==> config.mk <==
export PLATFORM = sky130hd
export DESIGN_NAME = ntsc_timing_gen
export DESIGN_NICKNAME = d
export VERILOG_FILES = /design/src/rtl/ntsc_timing_gen.sv
export SDC_FILE = /design/constraint.sdc
export NUM_CORES = 1
export LEC_CHECK = 0
export CAP_MARGIN = 20
export CORE_MARGIN = 3
export CORE_UTILIZATION = 40
export DETAILED_ROUTE_END_ITERATION = 6
export PLACE_DENSITY = 0.69
export SLEW_MARGIN = 20
export SYNTH_ARGS = -nofsm -noshare
export SYNTH_HDL_FRONTEND = slang
export SYNTH_SLANG_ARGS = --single-unit
==> constraint.sdc <==
create_clock -name clk -period 2.4 [get_ports clk]
set_input_delay 0.48 -clock clk [delete_from_list [all_inputs] [get_ports clk]]
set_output_delay 0.48 -clock clk [all_outputs]
set_load 0.01 [all_outputs]
==> src/rtl/ntsc_timing_gen.sv <==
// NTSC composite timing generator: free-running line/frame counters, active
// region decode, composite sync with broad vsync pulses, and a 4-bit DAC code
// registered one clock behind the counter state.
module ntsc_timing_gen #(
   parameter int unsigned H_TOTAL   = 1016,
   parameter int unsigned H_SYNC    = 75,
   parameter int unsigned H_BP      = 90,
   parameter int unsigned H_ACTIVE  = 800,
   parameter int unsigned V_TOTAL   = 262,
   parameter int unsigned V_SYNC    = 3,
   parameter int unsigned V_BP      = 16,
   parameter int unsigned V_ACTIVE  = 240,
   parameter logic [3:0]  SYNC_LVL  = 4'd0,
   parameter logic [3:0]  BLANK_LVL = 4'd4,
   parameter logic [3:0]  BLACK_LVL = 4'd5
) (
   input  logic       clk,
   input  logic       NRST,
   input  logic [3:0] pix_luma,
   output logic [3:0] vdac,
   output logic       sync_n,
   output logic       blank,
   output logic       pix_active,
   output logic [9:0] pix_x,
   output logic [7:0] pix_y,
   output logic       frame_start
);

   localparam logic [9:0] H_LAST      = 10'(H_TOTAL - 1);
   localparam logic [9:0] H_SYNC_END  = 10'(H_SYNC);
   localparam logic [9:0] H_BROAD_END = 10'(H_TOTAL - H_SYNC);
   localparam logic [9:0] H_ACT_START = 10'(H_SYNC + H_BP);
   localparam logic [9:0] H_ACT_END   = 10'(H_SYNC + H_BP + H_ACTIVE);
   localparam logic [8:0] V_LAST      = 9'(V_TOTAL - 1);
   localparam logic [8:0] V_SYNC_END  = 9'(V_SYNC);
   localparam logic [8:0] V_ACT_START = 9'(V_SYNC + V_BP);
   localparam logic [8:0] V_ACT_END   = 9'(V_SYNC + V_BP + V_ACTIVE);

   logic [9:0] hcount_q, hcount_d;
   logic [8:0] vcount_q, vcount_d;
   logic [3:0] vdac_q, vdac_d;
   logic       sync_n_q, sync_n_d;
   logic       blank_q, blank_d;

   logic       h_act;
   logic       v_act;
   logic       vsync_line;
   logic [3:0] luma_clamped;

   // Next counter state: hcount wraps each line, vcount advances on that wrap.
   always_comb begin
      hcount_d = hcount_q + 10'd1;
      vcount_d = vcount_q;
      if (hcount_q == H_LAST) begin
         hcount_d = '0;
         if (vcount_q == V_LAST) begin
            vcount_d = '0;
         end else begin
            vcount_d = vcount_q + 9'd1;
         end
      end
   end

   // Region decode and pixel coordinates, combinational from the counters.
   always_comb begin
      h_act       = (hcount_q >= H_ACT_START) && (hcount_q < H_ACT_END);
      v_act       = (vcount_q >= V_ACT_START) && (vcount_q < V_ACT_END);
      vsync_line  = (vcount_q < V_SYNC_END);
      pix_active  = h_act && v_act;
      pix_x       = '0;
      pix_y       = '0;
      if (pix_active) begin
         pix_x = hcount_q - H_ACT_START;
         pix_y = 8'(vcount_q - V_ACT_START);
      end
      frame_start = (hcount_q == '0) && (vcount_q == '0);
   end

   // Next DAC-side values from the current counter state; sync has priority
   // over picture, and luma is clamped up to black inside the active region.
   always_comb begin
      if (vsync_line) begin
         sync_n_d = (hcount_q >= H_BROAD_END);
      end else begin
         sync_n_d = (hcount_q >= H_SYNC_END);
      end
      luma_clamped = (pix_luma < BLACK_LVL) ? BLACK_LVL : pix_luma;
      if (!sync_n_d) begin
         vdac_d = SYNC_LVL;
      end else if (pix_active) begin
         vdac_d = luma_clamped;
      end else begin
         vdac_d = BLANK_LVL;
      end
      blank_d = ~pix_active;
   end

   // Line and frame counters.
   always_ff @(posedge clk or negedge NRST) begin
      if (!NRST) begin
         hcount_q <= '0;
         vcount_q <= '0;
      end else begin
         hcount_q <= hcount_d;
         vcount_q <= vcount_d;
      end
   end

   // DAC output registers, one clock behind the counter state.
   always_ff @(posedge clk or negedge NRST) begin
      if (!NRST) begin
         vdac_q   <= BLANK_LVL;
         sync_n_q <= 1'b1;
         blank_q  <= 1'b1;
      end else begin
         vdac_q   <= vdac_d;
         sync_n_q <= sync_n_d;
         blank_q  <= blank_d;
      end
   end

   assign vdac   = vdac_q;
   assign sync_n = sync_n_q;
   assign blank  = blank_q;

endmodule

==> key figures, run 1 <==
Power and ir drop
  – Leak Pwr: 1.202 nW
  – VDD IR-drop max: 0.0001737 V
  – PwrDens: 281.4 mW/mm^2

Layout
  – Filler instances: 353
  – Layout cell share with drive strength beyond 1: 36.56%
  – Fin area: 0.002511 mm^2
  – Reg area: 630.6 um^2
  – Area of the multi-input gates: 0.001081 mm^2
  – Area grow syn2layout: 44.18%
  – # nets final: 293
  – Non-filler cells, final: 329
  – Antenna Cells: 0
  – Final core utilization: 61.45%

Timing
  – RSZ-0062 raised after global routing: yes
  – Final setup violation count: 18
  – Max-slew headroom: 72.15%
  – Max-slew violation count: 0
  – Final Hold Viols: 0
  – Worst clock skew: 0.009041 ns
  – Min Tclk post-route: 2.545 ns
  – Fin crit share: 106.0%
  – Least-Margin Pin Slew: 0.4146 ns
  – Final worst-path setup slack: -0.1450 ns
  – Peak Freq: 0.3929 GHz
  – Hold Slack: 0.5587 ns

Global routing
  – Initial antenna violation count: 0
  – Largest net degree at the start of global routing: 26
  – Total track usage: 19.66%
  – First-pass GRT wire length: 8231 um
  – GRT overflow: 0
  – Vias in the first global route: 1,774

Place
  – Port bufs: 31
  – Placed cell count: 316
  – RD Place Congestion: 0.8406
  – Post-DP HPWL: 3417 um
  – Placed Area: 0.002366 mm^2

Critical path
  – Worst-path cell chain: a211o_1 > o211a_1 > a211o_2 > nand2_4 > buf_6 > buf_6 > nor2_2 > buf_2
  – CP Data Required Time: 1.92 ns
  – Crit start category: flop
  – WP buf/inv: 3
  – Top cell by count, worst path: buf_6
  – Delay-heaviest family, CP: compound AO/OA/AOI/OAI gates
  – Capturing element type of the critical path: output pin
  – Worst path slowest cell: dfrtp_1
  – Crit Path Max Fanout: 5
  – Worst path max stage delay: 0.43 ns
  – Worst EP arrival: 2.06 ns
  – Critical path class: reg2out

Floorplan
  – Core Region: 0.004086 mm^2
  – IO Count: 32
  – Initial Util: 42.62%
  – Core Rows: 23
  – Die Y: 71.99 um
  – Die width: 71.99 um
  – Die area: 0.005182 mm^2

Detailed routing
  – Final WL: 5020 um
  – DRT Pass-1 Iters: 4
  – DR iter-0 viols: 126
  – Vias per cell: 5.398
  – DRC: 0
  – Vias after detailed routing: 1,776
  – ANT nets after route: 0
  – WL per Instance: 15.26 um

Synth
  – Share of the synthesized area in the top cell type: 31.61%
  – Mapped cell area: 0.001742 mm^2
  – Cells after Synth: 211
  – Post-synth cell types: 45
  – Sequential fraction of the synthesis area: 36.14%
  – Synthesis-stage register bit count: 25
  – Synthesized Nets: 224
  – Post-Syn Area per Cell: 8.254 um^2
  – Area leader, netlist: dfrtp_1
  – Ranking of synthesized cells by area: dfrtp_1, nor2_1, xnor2_1, ha_1, dfstp_2
  – Yosys Warn Count: 0

Clock tree
  – CTS root buf: clkbuf_8
  – Latest clock arrival within the worst-skew pair: 0.27 ns
  – Clk sink count: 25
  – CTS buffer count: 3
  – Htree depth: 1
  – CTS Buffer Depth: 2
  – Clock-pin transition on the worst setup and hold timing paths: 0.10 ns
  – CTS tree: yes

Job
  – Max cap viols: 0

Hold path
  – Worst min path class: in2async

Outcome
  – Violated checks: negative setup slack
  – Status: finished with violations
## power by group
group / internal, mW / switching [mW]
sequential: 0.421 / 0
clock: 0.118 / 0.147
combinational: 0.00911 / 0.0116
## stage by stage
step | power (mW) | worst slack (ns) | TNS (ns)
2_1_floorplan | 0.4313 | 0.1632 | 0
3_3_place_gp | 0.4504 | -0.1467 | -2.203
3_5_place_dp | 0.4508 | -0.2558 | -3.031
4_1_cts | 0.7126 | -0.1639 | -1.103
5_1_grt | 0.7317 | -0.2085 | -2.633
6_report | 0.7066 | -0.1450 | -1.324
## layer usage
layer / global-route usage [%] / share of wire [%] / vias up
met4: 6.263 / 1.0 / 0
met2: 33.78 / 51 / 67
met5: 0 / 0 / -
li1: - / - / 860
met1: 25.44 / 42 / 843
met3: 2.909 / 5.8 / 6
## logic make-up after synthesis
logic type | after synthesis | synth area share [%]
xor+xnor | 20 | 10.06
simple gates | 90 | 25.86
flops | 25 | 36.14
compound gates | 40 | 15.23
buf+inv | 29 | 7.686
fa+ha+maj | 7 | 5.029
## state kept, by name, summed over array words and instances, names as in the netlist
| register | count |
|---|---|
| sync_n | 1 |
| blank | 1 |
| hcount_q | 10 |
| vcount_q | 9 |
| vdac | 4 |
## layout make-up
| class | count | share of cell area, % |
|---|---|---|
| Clock buffer | 3 | 1.644 |
| Tap cell | 50 | 2.491 |
| Clock inverter | 1 | 0.2990 |
| Timing Repair Buffer | 83 | 25.91 |
| Sequential cell | 25 | 25.11 |
| Multi-Input combinational cell | 157 | 43.05 |
| Inverter | 10 | 1.495 |
## path summary, 6_finish.rpt
kind	cells after the start	start	slack, ns	to
max	8	vcount_q[1]$_DFFE_PN0N_	-0.14	pix_y[2]
min	2	NRST	0.56	hcount_q[9]$_DFF_PN0_
max in group asynchronous	2	NRST	1.55	vdac[2]$_DFF_PN1_
min in group clk	1	vcount_q[8]$_DFFE_PN0N_	0.62	vcount_q[8]$_DFFE_PN0N_
max reg2reg	7	hcount_q[0]$_DFF_PN0_	0.28	vcount_q[7]$_DFFE_PN0N_
min reg2reg	1	vcount_q[8]$_DFFE_PN0N_	0.62	vcount_q[8]$_DFFE_PN0N_
## synth_stat cells (all sizes together)
cell and number:
nor2 32, dfrtp 22, nand2 17, o21ai 13, xnor2 12, buf 11, inv 10, clkbuf 8
nand3 8, nand4 8, xor2 8, ha 7, nor3 7, a31oi 5, a21oi 4, nand2b 4
nor4 4, a211o 3, a21o 3, dfstp 3, nor2b 2, o211a 2, o31a 2, o31ai 2
or3 2, or4 2, a2111oi 1, a211oi 1, a21boi 1, a311oi 1, and2 1, and3 1
and4 1, nand3b 1, o21a 1, o22ai 1
## cells in the final DEF (no fill, tap or decap), types with 3 or more instances in the layout
cell type	netlist	layout
a21oi_1	4	3
inv_2	1	3
clkbuf_8	0	3
dfstp_2	3	3
buf_2	5	19
xor2_1	8	8
dfrtp_1	22	21
ha_1	7	4
nor3_1	7	4
xnor2_1	12	12
nand2_1	16	16
o21ai_0	7	7
inv_1	9	7
nand4_1	8	8
buf_4	3	45
a31oi_1	5	4
o21ai_1	6	6
nor3_2	0	3
buf_6	1	6
clkdlybuf4s50_1	0	11
nand3_1	8	8
a21o_1	3	3
nor2_1	32	30
## worst reg2reg max path, cell delays in order, from the launching register on
cell	delay (ns)
dfrtp_1	0.42
buf_6	0.13
buf_4	0.10
buf_4	0.11
ha_1	0.31
nand3_1	0.11
or4_1	0.62
o31ai_1	0.23
## what timing repair did
action                                  CTS  global route
cloned                                    0             0
hold buffers                              0             0
buffers inserted                          6             4
pin swaps                                 4             7
endpoints found under the setup margin   20            19
resized for setup                        94            16
(Power assumes the default switching activity.)
==> run 2, diff against run 1 <==
--- a/config.mk
+++ b/config.mk
@@ -7,9 +7,9 @@
 export LEC_CHECK = 0
 export CAP_MARGIN = 20
 export CORE_MARGIN = 3
-export CORE_UTILIZATION = 40
+export CORE_UTILIZATION = 30
 export DETAILED_ROUTE_END_ITERATION = 6
-export PLACE_DENSITY = 0.69
+export PLACE_DENSITY = 0.56
 export SLEW_MARGIN = 20
 export SYNTH_ARGS = -nofsm -noshare
 export SYNTH_HDL_FRONTEND = slang
==> run 2 against run 1 <==
Net effect: the flow still finishes with violations (negative setup slack); core utilization down 15 points; via count down 1.1%; sequential power about the same; sequential share of layout area down 0.92 points; non-clock buffer count up 2; global-route usage down 4.1 points; die area up 30%.
==> key figures, run 2 (synthesized netlist as in run 1, its figures left out) <==
Global routing
  – Initial antenna violation count: 0
  – Largest net degree at the start of global routing: 26
  – Total track usage: 15.52%
  – Vias in the first global route: 1,689
  – First-pass GRT wire length: 8183 um
  – GRT overflow: 0

Clock tree
  – CTS root buf: clkbuf_8
  – CTS buffer count: 3
  – CTS Buffer Depth: 2
  – CTS tree: yes
  – Clk sink count: 25
  – Clock-pin transition on the worst setup and hold timing paths: 0.09 ns
  – Htree depth: 1
  – Latest clock arrival within the worst-skew pair: 0.27 ns
  – Hold-fix buffer count after cts: 0

Layout
  – Area grow syn2layout: 49.35%
  – # nets final: 295
  – Reg with most FFs: hcount_q
  – Layout cell share with drive strength beyond 1: 38.79%
  – Max FFs per register: 10
  – Fin area: 0.002601 mm^2
  – Most frequent cells in the layout: buf_4, nor2_1, dfrtp_1, buf_2, nand2_1
  – Filler instances: 556
  – Area of the multi-input gates: 0.001146 mm^2
  – Reg area: 629.4 um^2
  – Antenna Cells: 0
  – Most common cell after layout, fill and taps aside: buf_4
  – Final core utilization: 46.67%
  – Non-filler cells, final: 353

Floorplan
  – IO Count: 32
  – Die Y: 82.20 um
  – Core Region: 0.005574 mm^2
  – Core Rows: 27
  – Die area: 0.006756 mm^2
  – Initial Util: 31.25%
  – Die width: 82.20 um

Detailed routing
  – Final WL: 4964 um
  – DR iter-0 viols: 96
  – Vias after detailed routing: 1,757
  – ANT nets after route: 0
  – WL per Instance: 14.06 um
  – DRT Pass-1 Iters: 4
  – DRC: 0
  – Vias per cell: 4.977

Timing
  – Least-Margin Pin Slew: 0.4242 ns
  – Max-slew violation count: 0
  – Final TNS setup: -0.5579 ns
  – Worst clock skew: 0.005679 ns
  – Final Hold Viols: 0
  – Peak Freq: 0.4082 GHz
  – RSZ-0062 raised after global routing: yes
  – Max-slew headroom: 71.51%
  – Min Tclk post-route: 2.450 ns
  – Fin crit share: 102.1%
  – Final setup violation count: 16
  – Final worst-path setup slack: -0.04964 ns
  – Hold Slack: 0.5703 ns

Critical path
  – Worst path max stage delay: 0.41 ns
  – Worst EP arrival: 1.97 ns
  – Crit start category: flop
  – Worst-path cell chain: a211o_1 > o211a_1 > a211o_2 > nand2_4 > buf_8 > nor2_1 > buf_2
  – R2R cell count: 6
  – Reg2reg setup slack: 0.27 ns
  – Crit Path Max Fanout: 8
  – Critical path class: reg2out
  – Crit Reg-Reg Endpoint: vcount_q[7]$_DFFE_PN0N_
  – Worst r2r src: hcount_q[0]$_DFF_PN0_
  – Worst path slowest cell: dfrtp_1
  – Capturing element type of the critical path: output pin
  – CP Data Required Time: 1.92 ns

Place
  – Setup WS pre-CTS: -0.2108 ns
  – RD Place Congestion: 0.9164
  – Placed cell count: 342
  – Post-DP HPWL: 3562 um
  – Placed Area: 0.002399 mm^2
  – Port bufs: 31

Hold path
  – Worst min path class: in2async

Outcome
  – Status: finished with violations
  – Violated checks: negative setup slack

Job
  – Max cap viols: 0

Power and ir drop
  – PwrDens: 268.3 mW/mm^2
  – Final Total Pwr: 697.8 uW
  – VDD IR-drop max: 0.0001874 V
  – Leak Pwr: 1.233 nW
==> run 2: changes by cell type in the layout (fill, tap and decap cells not counted), moves of 2 or more <==
cell | before | now
nor2_1 | 30 | 26
buf_12 | 2 | 0
nor2_4 | 0 | 2
buf_4 | 45 | 51
nor2_2 | 2 | 4
buf_8 | 0 | 2
buf_2 | 19 | 17
buf_6 | 6 | 4
==> run 2: how the worst max path moves through the flow <==
stage,depth (start not counted),startpoint,to,slack (ns)
CTS,7,vcount_q[0]$_DFFE_PN0N_,pix_y[2],-0.1
floorplan,9,hcount_q[0]$_DFF_PN0_,pix_x[4],0.16
global route,9,hcount_q[0]$_DFF_PN0_,pix_y[3],-0.15
global placement,8,hcount_q[0]$_DFF_PN0_,pix_x[2],-0.18
detailed placement,9,hcount_q[1]$_DFF_PN0_,pix_x[4],-0.21
finish,7,vcount_q[1]$_DFFE_PN0N_,pix_y[2],-0.05
==> run 2: report_power, final <==
part | switching (mW) | internal (mW)
clock network | 0.137 | 0.119
registers | 0 | 0.421
logic | 0.0115 | 0.00911
total | 0.149 | 0.549
==> run 2: repair_timing <==
action / CTS / global route
pin swaps: 16 / 10
resized for setup: 96 / 28
setup buffers: 4 / 2
hold endpoints to repair: 0 / 0
endpoints found under the setup margin: 20 / 20
gates cloned: 1 / 0
==> run 2: cell type report <==
class                   count  area share [%]
well taps                  72           3.463
repair buffers             85           25.11
flip-flops and latches     25           24.19
multi-input cells         157           44.06
clock buffers               4           1.732
inverters                  10           1.443
==> run 2: per-layer routing <==
metal / GRT usage (%) / wire length (um)
met3: 2.928 / 289
met4: 4.153 / 76
met1: 20.74 / 2244
met5: 0 / 0
met2: 25.56 / 2353
==> run 2: critical path: cells and delay by family, from the launching register on <==
kind	cells	cell delay, ns
compound gates	3	0.83
simple gates	2	0.17
flops	1	0.41
buf+inv	2	0.27
==> run 3, diff against run 2 <==
--- a/config.mk
+++ b/config.mk
@@ -9,7 +9,7 @@
 export CORE_MARGIN = 3
 export CORE_UTILIZATION = 30
 export DETAILED_ROUTE_END_ITERATION = 6
-export PLACE_DENSITY = 0.56
+export PLACE_DENSITY = 0.58
 export SLEW_MARGIN = 20
 export SYNTH_ARGS = -nofsm -noshare
 export SYNTH_HDL_FRONTEND = slang
==> constraint.sdc (replaced) <==
create_clock -name clk -period 2.1 [get_ports clk]
set_input_delay 0.42 -clock clk [delete_from_list [all_inputs] [get_ports clk]]
set_output_delay 0.42 -clock clk [all_outputs]
set_load 0.01 [all_outputs]
==> run 3 against run 2 <==
Net effect: the run still ends with negative setup slack left; sequential power up 14%; register-to-register slack worse by 0.13 ns; largest power group unchanged; critical path type unchanged; wire length grew 1.7%; highest routed layer unchanged; critical endpoint is now pix_x[1].
==> key figures, run 3 (synthesized netlist as in run 1, its figures left out) <==
Detailed routing
  – ANT nets after route: 0
  – Vias after detailed routing: 1,817
  – Met3 WL: 212 um
  – WL per Instance: 13.53 um
  – DR iter-0 viols: 103
  – DRT Pass-1 Iters: 4
  – DR top layer: met4
  – Final WL: 5046 um
  – Vias per cell: 4.871
  – Detail Route met2 WL: 2326 um
  – DRC: 0
  – Met1 wire length: 2433 um

Critical path
  – Critical path class: reg2out
  – Crit start category: flop
  – CP Data Required Time: 1.68 ns
  – Reg2reg setup slack: 0.14 ns
  – Crit Path Max Fanout: 8
  – Worst-path cell chain: a211o_1 > o211a_1 > a211o_2 > nand2_4 > buf_8 > nor2_1 > buf_2
  – Worst r2r src: vcount_q[1]$_DFFE_PN0N_
  – R2R cell count: 10
  – Worst EP arrival: 1.99 ns
  – Delay-heaviest family, CP: compound AO/OA/AOI/OAI gates
  – WP buf/inv: 2
  – Crit Reg-Reg Endpoint: vcount_q[7]$_DFFE_PN0N_
  – Worst path slowest cell: dfrtp_1
  – Critical Path Stages: 7
  – Worst path max stage delay: 0.41 ns
  – Capturing element type of the critical path: output pin

Floorplan
  – Die width: 82.20 um
  – Die Y: 82.20 um
  – Core Rows: 27
  – IO Count: 32
  – Core Region: 0.005574 mm^2
  – Initial Util: 31.25%
  – Die area: 0.006756 mm^2

Timing
  – RSZ-0062 raised after global routing: yes
  – Min Tclk post-route: 2.413 ns
  – Max-slew headroom: 75.44%
  – Final Hold Viols: 0
  – Hold Slack: 0.5149 ns
  – Fin crit share: 114.9%
  – Worst clock skew: 0.003674 ns
  – Final setup violation count: 20
  – Peak Freq: 0.4144 GHz
  – Final worst-path setup slack: -0.3130 ns
  – Max-slew violation count: 0
  – Least-Margin Pin Slew: 0.3591 ns

Clock tree
  – Clock-pin transition on the worst setup and hold timing paths: 0.09 ns
  – CTS root buf: clkbuf_8
  – CTS tree: yes
  – Clk sink count: 25
  – Htree depth: 1
  – CTS Buffer Depth: 2
  – Latest clock arrival within the worst-skew pair: 0.27 ns
  – CTS buffer count: 3

Layout
  – Antenna Cells: 0
  – Max FFs per register: 10
  – Most frequent cells in the layout: buf_4, nor2_1, dfrtp_1, buf_2, nand2_1
  – Area grow syn2layout: 57.61%
  – # nets final: 315
  – Most common cell after layout, fill and taps aside: buf_4
  – Layout cell share with drive strength beyond 1: 44.52%
  – Fin area: 0.002745 mm^2
  – Reg with most FFs: hcount_q

Place
  – Post-DP HPWL: 3651 um
  – Port bufs: 31
  – Placed Area: 0.002481 mm^2
  – RD Place Congestion: 0.9048

Global routing
  – First-pass GRT wire length: 8121 um
  – Initial antenna violation count: 0
  – Total track usage: 15.70%
  – Vias in the first global route: 1,682
  – Largest net degree at the start of global routing: 26
  – GRT overflow: 0

Job
  – Max cap viols: 0

Power and ir drop
  – Leak Pwr: 1.321 nW
  – PwrDens: 289.7 mW/mm^2
  – VDD IR-drop max: 0.0002232 V

Hold path
  – Worst min path class: in2async

Outcome
  – Violated checks: negative setup slack
  – Status: finished with violations
run 3: cell count changes in the layout (fill, tap and decap cells not counted), sizes merged:
cell / before / now
buf: 74 / 94
run 3: routing by layer:
layer / vias up / global-route usage (%)
met5: - / 0
met3: 7 / 2.278
met4: 0 / 4.983
met1: 871 / 21.78
li1: 902 / -
met2: 37 / 25.00
run 3: area by class of cell:
cell class,count,area (um^2)
Inverter,10,40.04
Multi-Input combinational cell,157,1134
Clock buffer,4,45.04
Sequential cell,25,629.4
Tap cell,72,90.09
Timing Repair Buffer,105,807.0
Fill cell,512,2829
run 3: per-stage QoR:
step / total power [mW] / TNS, ns / utilization [%] / setup WS (ns) / std cells
after floorplan: 0.4930 / 0 / - / 0.005735 / 211
after global placement: 0.5155 / -7.166 / 44.51 / -0.4172 / 353
after detailed placement: 0.5151 / -8.296 / 44.51 / -0.5164 / 353
after CTS: 0.8069 / -6.049 / 46.15 / -0.3371 / 365
after global routing: 0.8325 / -6.934 / 49.25 / -0.4252 / 373
final: 0.7952 / -5.464 / 49.25 / -0.3130 / 373
run 3: repair_timing:
| action | CTS | global route |
|---|---|---|
| pin swaps | 13 | 13 |
| resized for setup | 103 | 26 |
| setup buffers | 9 | 8 |
| hold endpoints to repair | 0 | 0 |
| setup endpoints to repair | 20 | 23 |
| hold buffers | 0 | 0 |
run 3: worst reg2reg max path, delay by kind of cell, from the launching register on:
family,cells,cell delay [ns]
AOI/OAI and AO/OA,1,0.21
adders and majority gates,1,0.16
buffers and inverters,5,0.49
DFF,1,0.38
and+or+nand+nor,3,0.63
run 3: report_power, final:
group	total [mW]	switching, mW	internal [mW]
registers	0.481	0	0.481
clock network	0.290	0.154	0.136
logic	0.0237	0.0133	0.0104
total	0.795	0.168	0.627
run 3: how the worst max path moves through the flow:
| stage | to | startpoint |
|---|---|---|
| floorplan | pix_x[4] | hcount_q[0]$_DFF_PN0_ |
| finish | pix_x[1] | vcount_q[1]$_DFFE_PN0N_ |
| CTS | pix_x[1] | vcount_q[0]$_DFFE_PN0N_ |
| detailed placement | pix_y[4] | hcount_q[0]$_DFF_PN0_ |
| global placement | pix_y[4] | hcount_q[0]$_DFF_PN0_ |
| global route | pix_x[2] | hcount_q[0]$_DFF_PN0_ |
